<file path="src/rtl/pc_sequencer.sv">
// ---------------------------------------------------------------------------
// pc_sequencer
//
// Owns the program counter and drives the instruction-memory fetch port.
// Issues one word-addressed fetch at a time, advances by one word per
// accepted instruction, and steers the PC on branch, jump, jr, exception
// and eret redirects. A redirect that lands while a fetch is outstanding is
// parked in a pending-target register and applied once the fetch returns.
// The instruction returned with that ack is then squashed.
// Also holds the EPC register.
//
// Ports
//   clk, rst       clock and synchronous active-high reset
//   imem_req       fetch request, stable with imem_addr until imem_ack
//   imem_addr      word address of the request
//   imem_ack       memory returns the instruction this cycle (only while req)
//   fetch_valid    delivered instruction is on the correct path
//   fetch_pc       word address of the delivered instruction
//   stall          downstream cannot take the next instruction
//   br_taken       taken branch, target br_pc + 1 + sext(br_off)
//   br_pc, br_off  PC of the redirecting branch/jump and signed word offset
//   j_taken        j/jal, target {(br_pc+1)[31:26], j_index}
//   j_index        26-bit jump index
//   jr_taken       jr/jalr, target jr_addr
//   jr_addr        register target
//   exc, exc_pc    exception request and the PC to record in epc
//   eret           return from exception, target epc
//   epc            exception PC register
// ---------------------------------------------------------------------------
module pc_sequencer #(
   parameter logic [31:0] RESET_PC   = 32'h0000_0000,
   parameter logic [31:0] EXC_VECTOR = 32'h0000_0020
) (
   input  logic        clk,
   input  logic        rst,
   output logic        imem_req,
   output logic [31:0] imem_addr,
   input  logic        imem_ack,
   output logic        fetch_valid,
   output logic [31:0] fetch_pc,
   input  logic        stall,
   input  logic        br_taken,
   input  logic [31:0] br_pc,
   input  logic [15:0] br_off,
   input  logic        j_taken,
   input  logic [25:0] j_index,
   input  logic        jr_taken,
   input  logic [31:0] jr_addr,
   input  logic        exc,
   input  logic [31:0] exc_pc,
   input  logic        eret,
   output logic [31:0] epc
);

   typedef enum logic [1:0] {
      IDLE = 2'd0,
      REQ  = 2'd1,
      HOLD = 2'd2
   } state_t;

   state_t      state, state_d;
   logic [31:0] pc, pc_d;
   logic        pend, pend_d;
   logic [31:0] ptgt, ptgt_d;
   logic [31:0] epc_d;

   logic        redir;
   logic [31:0] tgt;
   logic [31:0] br_pc_inc;

   // -----------------------------------------------------------------------
   // Redirect target selection, exc > eret > jr > j > br.
   // eret reads the current epc, so an exc+eret pair sees the old value,
   // although exc wins anyway.
   // -----------------------------------------------------------------------
   assign br_pc_inc = br_pc + 32'd1;
   assign redir     = exc | eret | jr_taken | j_taken | br_taken;

   // NOTE: every output of a combinational block gets a default first;
   // otherwise a path that skips the assignment infers a latch.
   always_comb begin
      tgt = br_pc_inc + {{16{br_off[15]}}, br_off};
      if (exc)           tgt = EXC_VECTOR;
      else if (eret)     tgt = epc;
      else if (jr_taken) tgt = jr_addr;
      else if (j_taken)  tgt = {br_pc_inc[31:26], j_index};
   end

   // -----------------------------------------------------------------------
   // Next-state and output logic
   // -----------------------------------------------------------------------
   always_comb begin
      state_d     = state;
      pc_d        = pc;
      pend_d      = pend;
      ptgt_d      = ptgt;
      imem_req    = 1'b0;
      fetch_valid = 1'b0;

      unique case (state)
         IDLE: begin
            if (redir) pc_d = tgt;
            // Stall only gates requests after the first delivery.
            state_d = REQ;
         end

         REQ: begin
            imem_req = 1'b1;
            if (imem_ack) begin
               // The returned word is always handed downstream; it is only
               // marked wrong-path if a redirect happened during or at the
               // end of this fetch.
               fetch_valid = !pend && !redir;
               pc_d        = redir ? tgt : (pend ? ptgt : pc + 32'd1);
               pend_d      = 1'b0;
               state_d     = stall ? HOLD : REQ;
            end else if (redir) begin
               // Address must stay stable until ack; remember the newest
               // redirect and apply it once this fetch completes.
               pend_d = 1'b1;
               ptgt_d = tgt;
            end
         end

         HOLD: begin
            if (redir) pc_d = tgt;
            if (!stall) state_d = REQ;
         end

         default: state_d = IDLE;
      endcase
   end

   assign imem_addr = pc;
   assign fetch_pc  = pc;
   assign epc_d     = exc ? exc_pc : epc;

   // -----------------------------------------------------------------------
   // State registers
   // -----------------------------------------------------------------------
   // NOTE: sequential state uses non-blocking assignments so every register
   // samples the pre-edge values, independent of statement order.
   always_ff @(posedge clk) begin
      if (rst) begin
         state <= IDLE;
         pc    <= RESET_PC;
         pend  <= 1'b0;
         ptgt  <= 32'h0000_0000;
         epc   <= 32'h0000_0000;
      end else begin
         state <= state_d;
         pc    <= pc_d;
         pend  <= pend_d;
         ptgt  <= ptgt_d;
         epc   <= epc_d;
      end
   end

endmodule

</file>
<file path="config.mk">
export PLATFORM = sky130hd
export DESIGN_NAME = pc_sequencer
export DESIGN_NICKNAME = d
export VERILOG_FILES = /design/src/rtl/pc_sequencer.sv
export SDC_FILE = /design/constraint.sdc
export NUM_CORES = 1
export LEC_CHECK = 0
export CAP_MARGIN = 20
export CORE_ASPECT_RATIO = 0.9
export CORE_MARGIN = 1
export CORE_UTILIZATION = 44
export CTS_CLUSTER_DIAMETER = 120
export CTS_CLUSTER_SIZE = 28
export DETAILED_ROUTE_END_ITERATION = 8
export GPL_ROUTABILITY_DRIVEN = 0
export GPL_TIMING_DRIVEN = 0
export PLACE_DENSITY = 0.87
export REMOVE_ABC_BUFFERS = 1
export SYNTH_ARGS = -nofsm -noshare
export SYNTH_HDL_FRONTEND = slang
export SYNTH_SLANG_ARGS = --single-unit
</file>
<file path="constraint.sdc">
create_clock -name clk -period 3.88 [get_ports clk]
set_clock_uncertainty 0.2 [all_clocks]
set_input_delay 0.582 -clock clk [delete_from_list [all_inputs] [get_ports clk]]
set_output_delay 0.582 -clock clk [all_outputs]
set_load 0.02 [all_outputs]
</file>
==> impl_results.md, run 1 <==
* Status: finished with violations
* Failing checks: negative setup slack
* Max-cap violations at 0
* Post-synthesis sequential area ratio at 24.6%
* Non-filler instance count after layout at 1545
* Sw Ratio at 34.4%
* 1st-pass router iterations at 6
* RSZ-0062 raised after global routing: yes
* Worst hold start: ptgt[20]
* Synth Instances at 1098
* Via Count at 9342
* Worst slew margin relative to its limit at 26.2%
* Initial DRC Count at 940
* Worst Hold Path EP: ptgt[20]
* H-tree depth at 3
* CP startpoint kind: input pin
* Initial Utilization at 45.3%
* Yosys warnings at 0
* Commonest non-fill, non-tap cells in the layout: 212 x clkdlybuf4s50_1, 124 x nand2_1, 121 x nor2_1
* Area growth syn-to-layout at 42.5%
* Internal Power at 2.23 mW
* Synth top area share at 24.6%
* Power density of the placed cells at 295 nW/um2
* Clk Latency, worst-skew pair at 0.36 ns
* Final wirelength at 29600 um
* Antenna viol nets, final at 0
* Clk buf depth at 2
* Worst vdd ir at 0.000237 V
* Bufs and invs on worst path at 2
* Sequential power share at 34.4%
* Asr flop ratio synth at 0%
* Hold Path Cell Cnt at 2
* Fraction of power consumed by the clock network at 28.5%
* Worst-path cell chain: clkbuf_4, and4_4, nand4_1, buf_4, nor3_4, nand2_2, xnor2_2, ha_2, nand4_1, or4_4, a31oi_4, nor3_2, xor2_1, o21ai_1, a31oi_2, or4_1, a21oi_1
* Dpl hpwl at 20600 um
* Main combinational cell family by area after synthesis: compound AO/OA/AOI/OAI gates
* Crit path DAT at 4.08 ns
* Mean area per synthesized cell at 7.35 um2
* Fin nets at 1487
* Die Width at 145 um
* Req. time, crit path at 3.97 ns
* Clock tree root buffer cell: clkbuf_16
* Family with the most delay on the worst path: simple AND/OR/NAND/NOR gates
* # IOs at 245
* Reg2reg setup slack at 0.87 ns
* Tmin final at 3.99 ns
* R2R depth at 9
* CORE AREA at 17800 um2
* Port Buf Inserts at 244
* Initial antenna violation count at 1
* TritonCTS Buffers at 9
* Global Route Usage Sum at 29.8%
* Drt via density at 6.05
* HP Class: reg -> reg
* First-pass GRT wire length at 43500 um
* Worst-path clk slew at 0.07 ns
* Vias in the first global route at 8329
* Synth area leaders: dfxtp_1 25%, nand2_1 6.1%, ha_1 6.1%
* Switching power at 1.17 mW
* Comb pwr share at 37.1%
* CTS sink count at 99
* # setup viols final at 4
* Achievable Freq at 251 MHz
* Synth Area in Adders at 6.30%
* Final hold violations at 0
* Worst r2r src: fetch_pc[2]
* Leak pwr at 4.40 nW
* Crit Reg-Reg Endpoint: fetch_pc[25]
* Final setup margin at -0.107 ns
* Rows at 46
* Largest net degree at the start of global routing at 56
* Die Y at 130 um
* Critical Path End Type: register
* Post-synthesis mux area share at 4.47%
* Slowest-stage cell, CP: or4_4
* CP Max Fanout at 5
* # DRC at 0
* Total congestion overflow at 0
* TritonCTS clock tree: done
* Slew of the pin with the lowest slew margin at 1.11 ns
* Place WS at -1.49 ns
* Area fraction in and, or, nand and nor cells after synthesis at 23.4%
* Commonest non-fill, non-tap cell in the layout: clkdlybuf4s50_1
* Post-Synth XOR/XNOR Area at 7.93%
* Synth unique cells at 74
* Area of the die at 18900 um2
* Setup TNS Final at -0.282 ns
* Register bit total from synthesis at 99
* Hold slack at 0.254 ns
* Max Slew Vio Count at 0
* Most frequent cell on the critical path: nand4_1
* Complex-gate fraction of the synthesized area at 26.2%
* Predominant post-synthesis flop cell: dfxtp_1
* DP Cell Count at 1493
* Final period util at 103%
* Fraction of layout cells with a size suffix above 1 at 13.7%
* WL per Instance at 19.2 um
* Post-synth EDFFs at 0
* Synth area leader: dfxtp_1
* WS Path Type: in -> reg
* Largest stage delay on the critical path at 0.46 ns
* Syn Std Cell Area at 8070 um2
## what timing repair did
| action | in CTS | in global routing |
|---|---|---|
| buffers inserted | 23 | 11 |
| pin swaps | 43 | 44 |
| endpoints found under the setup margin | 65 | 32 |
| hold buffers | 0 | 0 |
| resized for setup | 148 | 69 |
| gates cloned | 2 | 0 |
## how the worst max path moves through the flow
stage | slack, ns | start | endpoint | cells after the start
4_1_cts | -0.05 | br_pc[14] | fetch_pc[31] | 18
6_report | -0.11 | br_pc[21] | fetch_pc[31] | 17
5_1_grt | -0.28 | br_pc[14] | fetch_pc[31] | 19
3_3_place_gp | -3.43 | exc | ptgt[29] | 6
2_1_floorplan | -0.31 | br_pc[11] | fetch_pc[31] | 17
3_5_place_dp | -1.49 | jr_taken | fetch_pc[7] | 11
## power groups by stage
stage	Sequential [mW]	Combinational (mW)	Clock, mW
after floorplan	1.26	0.509	0
final	1.17	1.26	0.969
after global routing	1.17	1.35	1.00
after global placement	1.19	1.08	0
after CTS	1.16	1.17	0.967
after detailed placement	1.19	1.12	0
## cells by family after synthesis
family	count (synthesis)
mux	36
compound gates	319
flops	99
simple gates	411
fa+ha+maj	40
buf+inv	120
xor+xnor	73
## registers in the layout, indices dropped and copies added, names as in the netlist
name / flops
epc: 32
fetch_pc: 32
pend: 1
ptgt: 32
state: 2
## layout make-up
cell class                 count  area, um2
timing repair buffer         284       2800
fill                        1420       6290
timing repair inverter         2       10.0
tap                          240        300
multi-input combinational    879       5980
sequential                    99       1980
antenna                        1       2.50
clock buffer                   9        225
inverter                      25        101
clock inverter                 6       88.8
## metal layers
| metal | vias to the layer above | global-route usage (%) | share of wire (%) |
|---|---|---|---|
| met5 | - | 0 | 0 |
| li1 | 4361 | - | - |
| met3 | 89 | 4.37 | 8.7 |
| met1 | 4315 | 39.0 | 40 |
| met4 | 0 | 13.6 | 4.2 |
| met2 | 577 | 48.7 | 47 |
## synth_stat cells (5+ instances only)
cell	n
a31oi_1	12
o221ai_1	5
a221oi_1	10
xnor2_1	38
a211oi_1	20
nand2_1	131
nand2b_1	8
a22oi_1	7
o211ai_1	13
o211a_1	8
inv_1	24
nand4_1	20
a21oi_1	69
xor2_1	35
dfxtp_1	99
o31ai_1	10
ha_1	39
o22ai_1	10
clkbuf_1	57
nor2_1	125
a21o_1	11
buf_4	32
mux2i_1	36
nand3_1	37
and3_1	16
and2_1	5
o21a_1	15
o21ai_1	13
nor3_1	37
o21ai_0	71
## stage by stage
stage          utilization, %  cell area [um2]  total power [mW]
3_5_place_dp             58.7            10400              2.30
2_1_floorplan               -             7580              1.77
6_report                 64.6            11500              3.40
4_1_cts                  63.0            11200              3.30
3_3_place_gp             58.1            10300              2.27
5_1_grt                  64.6            11500              3.52
## worst reg2reg max path, delay by kind of cell, from the launching register on
| family | cells | cell delay [ns] |
|---|---|---|
| AOI/OAI and AO/OA | 3 | 0.54 |
| xor gates and xnor gates | 1 | 0.18 |
| DFF | 1 | 0.47 |
| and+or+nand+nor | 5 | 1.52 |
Note: power is estimated with default switching activity, not from simulation.
==> inputs of run 2 (changes only) <==
--- a/config.mk
+++ b/config.mk
@@ -5,16 +5,15 @@
 export SDC_FILE = /design/constraint.sdc
 export NUM_CORES = 1
 export LEC_CHECK = 0
-export CAP_MARGIN = 20
+export CAP_MARGIN = 30
 export CORE_ASPECT_RATIO = 0.9
-export CORE_MARGIN = 1
-export CORE_UTILIZATION = 44
+export CORE_UTILIZATION = 48
 export CTS_CLUSTER_DIAMETER = 120
 export CTS_CLUSTER_SIZE = 28
 export DETAILED_ROUTE_END_ITERATION = 8
 export GPL_ROUTABILITY_DRIVEN = 0
 export GPL_TIMING_DRIVEN = 0
-export PLACE_DENSITY = 0.87
+export PLACE_DENSITY = 0.9
 export REMOVE_ABC_BUFFERS = 1
 export SYNTH_ARGS = -nofsm -noshare
 export SYNTH_HDL_FRONTEND = slang
==> constraint.sdc (replaced) <==
create_clock -name clk -period 4.31 [get_ports clk]
set_clock_uncertainty 0.2 [all_clocks]
set_input_delay 0.6465 -clock clk [delete_from_list [all_inputs] [get_ports clk]]
set_output_delay 0.6465 -clock clk [all_outputs]
set_load 0.02 [all_outputs]
==> impl_results.md, run 2 (same netlist as run 1, synthesis figures left out) <==
* Reg2reg setup slack at 1.28 ns (+0.41 ns)
* Via Count at 9339 (-0.032%)
* Hold slack at 0.256 ns (+0.00150 ns)
* Clock tree root buffer cell: clkbuf_16
* CORE AREA at 16300 um2 (-8.4%)
* Hold Path Cell Cnt at 2 (unchanged)
* Fin nets at 1487 (unchanged)
* Bufs and invs on worst path at 2 (unchanged)
* Crit Reg-Reg Endpoint: fetch_pc[29]
* Worst slew margin relative to its limit at 34.2% (+8.0 points)
* H-tree depth at 3 (unchanged)
* Commonest non-fill, non-tap cells in the layout: 215 x clkdlybuf4s50_1, 129 x nand2_1, 122 x nor2_1
* ANT cells at 0 (-1)
* R2R depth at 9 (unchanged)
* Crit path DAT at 4.41 ns (+0.33 ns)
* Place WS at -1.14 ns (+0.354 ns)
* TritonCTS Buffers at 9 (unchanged)
* Area growth syn-to-layout at 40.1%
* Setup TNS Final at -0.0134 ns (+0.268 ns)
* Req. time, crit path at 4.40 ns (+0.43 ns)
* Worst-path cell chain: clkdlybuf4s15_1, nand4_1, or2_4, nor2_4, and3_4, nand3_2, xnor2_1, ha_2, buf_6, nand2_2, or4_1, a31oi_1, nor3_2, xor2_1, or3_1, a31oi_2, or4_1, a21oi_1
* Slowest-stage cell, CP: or4_1
* Fraction of layout cells with a size suffix above 1 at 10.7% (-3.0 points)
* Leak pwr at 4.38 nW (-0.66%)
* Tmin final at 4.32 ns
* Total congestion overflow at 0 (unchanged)
* Final period util at 100%
* Worst hold start: ptgt[0]
* Power, Total at 2.98 mW (-12%)
* WL per Instance at 19.4 um (+1.4%)
* Max Slew Vio Count at 0 (unchanged)
* Worst-path clk slew at 0.07 ns (about the same)
* CTS sink count at 99 (unchanged)
* Vias in the first global route at 8534 (+2.5%)
* Slew of the pin with the lowest slew margin at 0.983 ns (-0.124 ns)
* # IOs at 245 (unchanged)
* Critical Path End Type: register
* Global Route Usage Sum at 32.5% (+2.6 points)
* Worst r2r src: fetch_pc[2]
* Final wirelength at 29400 um (-0.78%)
* First-pass GRT wire length at 45000 um (+3.6%)
* TritonCTS clock tree: done
* 1st-pass router iterations at 9 (+3)
* Rows at 44 (-4.3%)
* Max-cap violations at 0 (unchanged)
* WS Path Type: in -> reg
* Largest net degree at the start of global routing at 54 (-3.6%)
* Non-filler instance count after layout at 1512 (-2.1%)
* Initial antenna violation count at 0 (-1)
* Area post-placement at 10400 um2 (about the same)
* Area of the die at 17300 um2 (-8.2%)
* Port Buf Inserts at 244 (unchanged)
* Dpl hpwl at 20900 um (+1.8%)
* # DRC at 14 (+14)
* # setup viols final at 1 (-3)
* Commonest non-fill, non-tap cell in the layout: clkdlybuf4s50_1
* Clk buf depth at 2 (unchanged)
* Hold_buf cts at 0 (unchanged)
* Achievable Freq at 231 MHz
* Final setup margin at -0.0134 ns (+0.0932 ns)
* Worst vdd ir at 0.000174 V (-26%)
* Family with the most delay on the worst path: simple AND/OR/NAND/NOR gates
* Antenna viol nets, final at 0 (unchanged)
* Initial Utilization at 49.5% (+4.1 points)
* Clk Latency, worst-skew pair at 0.35 ns (about the same)
* Status: finished with violations
* Largest stage delay on the critical path at 0.50 ns (+0.04 ns)
* Die Y at 125 um (-4.2%)
* Final Util at 69.4% (+4.8 points)
* CP Max Fanout at 4 (-1)
* Worst Hold Path EP: ptgt[0]
* Initial DRC Count at 1045 (+11%)
* Final hold violations at 0 (unchanged)
* Drt via density at 6.18 (+2.1%)
* Most frequent cell on the critical path: or4_1
* HP Class: reg -> reg
* Failing checks: design-rule violations, negative setup slack
* Power density of the placed cells at 263 nW/um2 (-11%)
* Fin area at 11300 um2 (-1.6%)
* Die Width at 139 um (-4.2%)
* CP startpoint kind: input pin
* RSZ-0062 raised after global routing: yes
* DP Cell Count at 1462 (-2.1%)
## run 2: area by class of cell
| type | count | area (um2) |
|---|---|---|
| clock inverter | 6 | 65.1 |
| clock buffer | 10 | 229 |
| sequential | 99 | 1980 |
| multi-input combinational | 879 | 5830 |
| inverter | 25 | 101 |
| timing repair inverter | 1 | 5.00 |
| timing repair buffer | 285 | 2830 |
| fill | 1269 | 4990 |
| tap | 207 | 259 |
## run 2: routing by layer
layer | up-vias | track usage [%] | wire (um)
li1 | 4360 | - | -
met1 | 4287 | 41.7 | 11500
met2 | 600 | 54.0 | 13800
met3 | 92 | 5.67 | 3100
met4 | 0 | 13.3 | 1010
met5 | - | 0 | 0
## run 2: worst max path at each step
stage	slack (ns)	endpoint	startpoint	cells after the start
after CTS	0.006	fetch_pc[31]	br_pc[6]	17
after floorplan	0.06	fetch_pc[31]	br_pc[11]	17
after global placement	-2.99	ptgt[29]	exc	6
after global routing	-0.22	fetch_pc[31]	br_pc[11]	19
final	-0.01	fetch_pc[31]	br_pc[15]	18
after detailed placement	-1.14	fetch_pc[7]	jr_taken	10
## run 2: where the power goes
group	internal, mW	leakage [nW]	switching (mW)	total [mW]
Sequential	0.971	0.813	0.0758	1.05
Combinational	0.517	3.42	0.594	1.11
Clock	0.452	0.143	0.366	0.818
## run 2: worst min-delay path: cells and delay by family (launching register included)
kind             cells  cell delay [ns]
flip-flops           1             0.31
AND/OR/NAND/NOR      1             0.05
AO/OA/AOI/OAI        1             0.05
## run 2: what timing repair did
| item | 4_1_cts | 5_1_grt |
|---|---|---|
| gates resized for setup | 91 | 47 |
| pin swaps | 30 | 28 |
| endpoints found under the setup margin | 63 | 19 |
| buffers inserted | 25 | 6 |
| gates cloned | 1 | 0 |
